==> src/rtl/reversi_move_ctrl.sv <==
// reversi_move_ctrl: cursor/turn controller between the key decoder and the board RAM.
// Moves a wrapping cursor in IDLE and runs a read-check-write placement on enter.
// Optional build macro REVERSI_REJECT_COUNT_EN adds the rejectCount output, which
// counts consecutive rejected placements (saturating, cleared by a successful one).
module reversi_move_ctrl #(
    parameter int BOARD_DIM = 8,
    parameter int COORD_W   = 3
) (
    input  logic                   clk,
    input  logic                   reset,
    input  logic                   enterEn,
    input  logic                   moveRightEn,
    input  logic                   moveLeftEn,
    input  logic                   moveUpEn,
    input  logic                   moveDownEn,
    input  logic [1:0]             cellRdData,
    output logic [COORD_W-1:0]     cursorX,
    output logic [COORD_W-1:0]     cursorY,
    output logic [2*COORD_W-1:0]   cellAddr,
    output logic                   cellWrEn,
    output logic [1:0]             cellWrData,
    output logic                   currentPlayer,
    output logic                   busy,
    output logic                   placeOk,
`ifdef REVERSI_REJECT_COUNT_EN
    output logic                   placeReject,
    output logic [7:0]             rejectCount
`else
    output logic                   placeReject
`endif
);

    // Key strobes are accepted only while busy is low; a strobe arriving while
    // busy is high is dropped, never queued. Outputs placeOk/placeReject are
    // single-cycle result strobes with no back-pressure.

    typedef enum logic [1:0] {
        ST_IDLE  = 2'd0,
        ST_READ  = 2'd1,
        ST_CHECK = 2'd2,
        ST_WRITE = 2'd3
    } state_t;

    localparam logic [COORD_W-1:0] COORD_MAX = COORD_W'(BOARD_DIM - 1);
    localparam logic [COORD_W-1:0] COORD_ONE = COORD_W'(1);

    state_t               state_q;
    logic [COORD_W-1:0]   cur_x_q;
    logic [COORD_W-1:0]   cur_y_q;
    logic [COORD_W-1:0]   cur_x_d;
    logic [COORD_W-1:0]   cur_y_d;
    logic                 player_q;
    logic                 wr_en_q;
    logic [1:0]           wr_data_q;
    logic                 place_ok_q;
    logic                 place_reject_q;

    // Next cursor position from the move keys: one move only, right > left > up > down
    always_comb begin
        cur_x_d = cur_x_q;
        cur_y_d = cur_y_q;
        if (moveRightEn) begin
            cur_x_d = (cur_x_q == COORD_MAX) ? '0 : cur_x_q + COORD_ONE;
        end else if (moveLeftEn) begin
            cur_x_d = (cur_x_q == '0) ? COORD_MAX : cur_x_q - COORD_ONE;
        end else if (moveUpEn) begin
            cur_y_d = (cur_y_q == '0) ? COORD_MAX : cur_y_q - COORD_ONE;
        end else if (moveDownEn) begin
            cur_y_d = (cur_y_q == COORD_MAX) ? '0 : cur_y_q + COORD_ONE;
        end
    end

    // Placement FSM with registered cursor, player and result strobes
    always_ff @(posedge clk) begin
        if (reset) begin
            state_q        <= ST_IDLE;
            cur_x_q        <= '0;
            cur_y_q        <= '0;
            player_q       <= 1'b0;
            wr_en_q        <= 1'b0;
            wr_data_q      <= 2'b01;
            place_ok_q     <= 1'b0;
            place_reject_q <= 1'b0;
        end else begin
            wr_en_q        <= 1'b0;
            place_ok_q     <= 1'b0;
            place_reject_q <= 1'b0;
            case (state_q)
                ST_IDLE: begin
                    // Enter wins over any move in the same cycle; cursor freezes.
                    if (enterEn) begin
                        state_q <= ST_READ;
                    end else begin
                        cur_x_q <= cur_x_d;
                        cur_y_q <= cur_y_d;
                    end
                end
                ST_READ: begin
                    // Address was presented in this cycle; data arrives next cycle.
                    state_q <= ST_CHECK;
                end
                ST_CHECK: begin
                    if (cellRdData == 2'b00) begin
                        state_q <= ST_WRITE;
                        wr_en_q <= 1'b1;
                    end else begin
                        state_q        <= ST_IDLE;
                        place_reject_q <= 1'b1;
                    end
                end
                ST_WRITE: begin
                    state_q    <= ST_IDLE;
                    player_q   <= ~player_q;
                    wr_data_q  <= player_q ? 2'b01 : 2'b10;
                    place_ok_q <= 1'b1;
                end
                default: begin
                    state_q <= ST_IDLE;
                end
            endcase
        end
    end

`ifdef REVERSI_REJECT_COUNT_EN
    logic [7:0] reject_cnt_q;

    // Consecutive-reject counter: cleared by a successful placement, saturates at 255
    always_ff @(posedge clk) begin
        if (reset) begin
            reject_cnt_q <= '0;
        end else if (place_ok_q) begin
            reject_cnt_q <= '0;
        end else if (place_reject_q && (reject_cnt_q != 8'hFF)) begin
            reject_cnt_q <= reject_cnt_q + 8'd1;
        end
    end

    assign rejectCount = reject_cnt_q;
`endif

    assign cursorX       = cur_x_q;
    assign cursorY       = cur_y_q;
    assign cellAddr      = {cur_y_q, cur_x_q};
    assign cellWrEn      = wr_en_q;
    assign cellWrData    = wr_data_q;
    assign currentPlayer = player_q;
    assign busy          = (state_q != ST_IDLE);
    assign placeOk       = place_ok_q;
    assign placeReject   = place_reject_q;

endmodule

==> config.mk <==
export PLATFORM = sky130hd
export DESIGN_NAME = reversi_move_ctrl
export DESIGN_NICKNAME = d
export VERILOG_FILES = /design/src/rtl/reversi_move_ctrl.sv
export SDC_FILE = /design/constraint.sdc
export NUM_CORES = 1
export LEC_CHECK = 0
export ABC_AREA = 1
export ABC_CLOCK_PERIOD_IN_PS = 3900
export BUFFER_PORTS_ARGS = -buffer_cell sky130_fd_sc_hd__buf_4
export CAP_MARGIN = 30
export CORE_UTILIZATION = 40
export CTS_CLUSTER_DIAMETER = 40
export DETAILED_ROUTE_END_ITERATION = 8
export PLACE_DENSITY = 0.78
export SLEW_MARGIN = 20
export SYNTH_ARGS = -nofsm -noshare
export SYNTH_HDL_FRONTEND = slang
export SYNTH_SLANG_ARGS = --single-unit
==> constraint.sdc <==
create_clock -name clk -period 3.9 [get_ports clk]
set_clock_uncertainty 0.1 [all_clocks]
set_input_delay 0.585 -clock clk [delete_from_list [all_inputs] [get_ports clk]]
set_output_delay 0.585 -clock clk [all_outputs]
set_load 0.005 [all_outputs]
==> flow_metrics.tcl <==
set metrics [dict create \
    min_path_type "register to register" \
    drive_gt1_share_pct 29.4 \
    synth_top_family_by_area "simple AND/OR/NAND/NOR gates" \
    gp_congestion 0.766 \
    finalSetupTns_ps 0 \
    timing.fmax_ghz 0.607 \
    root_buffer "clkbuf_4" \
    async_flop_share_pct 0 \
    routedWlPerCell_um 8.93 \
    final_area_um2 1020 \
    post-route-period-util_pct 42.3 \
    critPathKind "register to output port" \
    rsz0062_at_grt "no" \
    dieArea_um2 2230 \
    status "finished, final reports clean" \
    nNetsFinal 161 \
    cts.htree.levels 1 \
    drt_pass1_iterations 4 \
    clk_latency_ps 280 \
    worst_pin_slew_ps 212 \
    synthFlopType "dfxtp_1" \
    antenna_found_initial 0 \
    synth_cell_types 20 \
    grt_overflow 0 \
    cts_made_buffers 3 \
    synthMuxAreaShare_pct 0 \
    cap_violations 0 \
    ys_seq_elements 13 \
    initial_utilization_pct 44.9 \
    track_usage_pct 16.0 \
    post-route-drc-count 0 \
    seq_area_um2 260 \
    powerDensity_nw_per_um2 297 \
    placed_cell_area_um2 993 \
    grt_max_degree 10 \
    cts_tree "yes" \
    min_period_ps 1650 \
    viasPerCell 4.47 \
    synth_xor_area_share_pct 0 \
    die_y_um 47.2 \
    post-cts-setup-buffers 0 \
    clock-sinks 13 \
    clkTransAtPathRegs_ps 70 \
    multi_input_area_um2 424 \
    first_iter_violations 6 \
    cts_resized 0 \
    synthCells 120 \
    cp.required_ps 3210 \
    yosys.area_share.simple_pct 32.0 \
    first_global_vias 666 \
    hold_viol 0 \
    synth-edff-count 0 \
    start_kind "register" \
    ys_seq_area_share_pct 31.9 \
    io_buffer_count 27 \
    ir_drop_mv 0.186 \
    cp-end-kind "output port" \
    die_x_um 47.2 \
    crit_fanout 5 \
    vias 751 \
    leakage_nw 0.580 \
    synth-compound-area-share_pct 7.66 \
    grt_first_pass_wirelength_mm 2.46 \
    synth_fa_ha_area_share_pct 12.3 \
    maxSlewHeadroom_pct 85.7 \
    wirelength_mm 1.50 \
    final-max-slew-violation-count 0 \
    num_rows 15 \
    syn_area_um2 817 \
    holdBufCountCts 0 \
    finalPower_uw 303 \
    ios 28 \
    yosys_warnings 0 \
    synth_nets 137 \
    areaGrowthSynthToFinish_pct 24.8 \
    core_area_um2 1820 \
    cts_buffer_depth 2 \
    fillers 176 \
    syn_area_per_cell_um2 6.81 \
    worstPathArrival_ps 960 \
    ant_nets 0 \
    hpwl_mm 1.23 \
    hold_ws_ps 381 \
    n_antenna_cell 0 \
    finalSetupViolCount 0 \
]
[critical path: stages, from the launching register on]
cell and delay, ps:
dfxtp_1 430, inv_2 80, nand2_4 70, buf_4 100
[per-layer routing]
layer	track usage (%)	wire length, µm
met2	28.1	724
met5	0	0
met4	9.14	57
met1	16.4	642
met3	5.77	77
[report_power, final]
group          internal (mW)  switching, mW
sequential             0.139        0.00817
combinational         0.0362         0.0371
clock                 0.0397         0.0427
total                  0.215         0.0880
[path summary, 6_finish.rpt]
check / from / endpoint / slack, ps / cells past startpoint
worst max register to register: cursorX[0]$_SDFFE_PP0P_ / cursorX[2]$_SDFFE_PP0P_ / 2470 / 6
worst min-delay path: cellWrData[0]$_SDFFE_PP1P_ / cellWrData[0]$_SDFFE_PP1P_ / 380 / 2
worst max-delay path: state_q[0]$_SDFFE_PP0P_ / busy / 2250 / 3
worst min register to register: cellWrData[0]$_SDFFE_PP1P_ / cellWrData[0]$_SDFFE_PP1P_ / 380 / 2
[per-stage QoR]
step	util [%]	setup WS (ps)	std cells
2_1_floorplan	-	2570	120
3_3_place_gp	54.6	2500	164
3_5_place_dp	54.6	2490	164
4_1_cts	56.0	2240	168
5_1_grt	56.0	2210	168
6_report	56.0	2250	168
[cell usage in the layout, fill, tap and decap left out, drive strengths merged]
cell type,netlist,final
nor2,20,20
dfxtp,13,13
nand2,35,35
buf,8,27
nor4,1,1
inv,20,20
o21ai,8,8
nand3,3,3
a21oi,3,3
ha,8,8
clkbuf,0,4
or2,1,1
[cell usage after synthesis (2+ instances only)]
master   count  area, µm²
nand3_1      3       15.0
inv_1       17       63.8
nand2_2      2       12.5
nor2_2       2       12.5
inv_2        3       11.3
nand2_1     32        120
ha_1         8        100
dfxtp_1     13        260
buf_4        7       52.6
nor2_1      17       63.8
o21ai_0      6       30.0
a21oi_1      2       10.0
[cell families after synthesis]
kind of cell / Yosys count
AOI/OAI and AO/OA: 11
DFF: 13
adders and majority gates: 8
buffers and inverters: 28
and+or+nand+nor: 60
[cell type report]
class | instances | share of cell area [%]
Timing Repair Buffer | 27 | 19.9
Sequential cell | 13 | 25.5
Multi-Input combinational cell | 79 | 41.6
Inverter | 20 | 7.36
Clock buffer | 4 | 2.58
Tap cell | 25 | 3.07
[registers in the layout (all words and copies together) (netlist names)]
register and flops:
cellWrData 1, cursorX 3, state_q 2, placeOk 1
cursorY 3, currentPlayer 1, cellWrEn 1, placeReject 1
(Power assumes the default switching activity.)
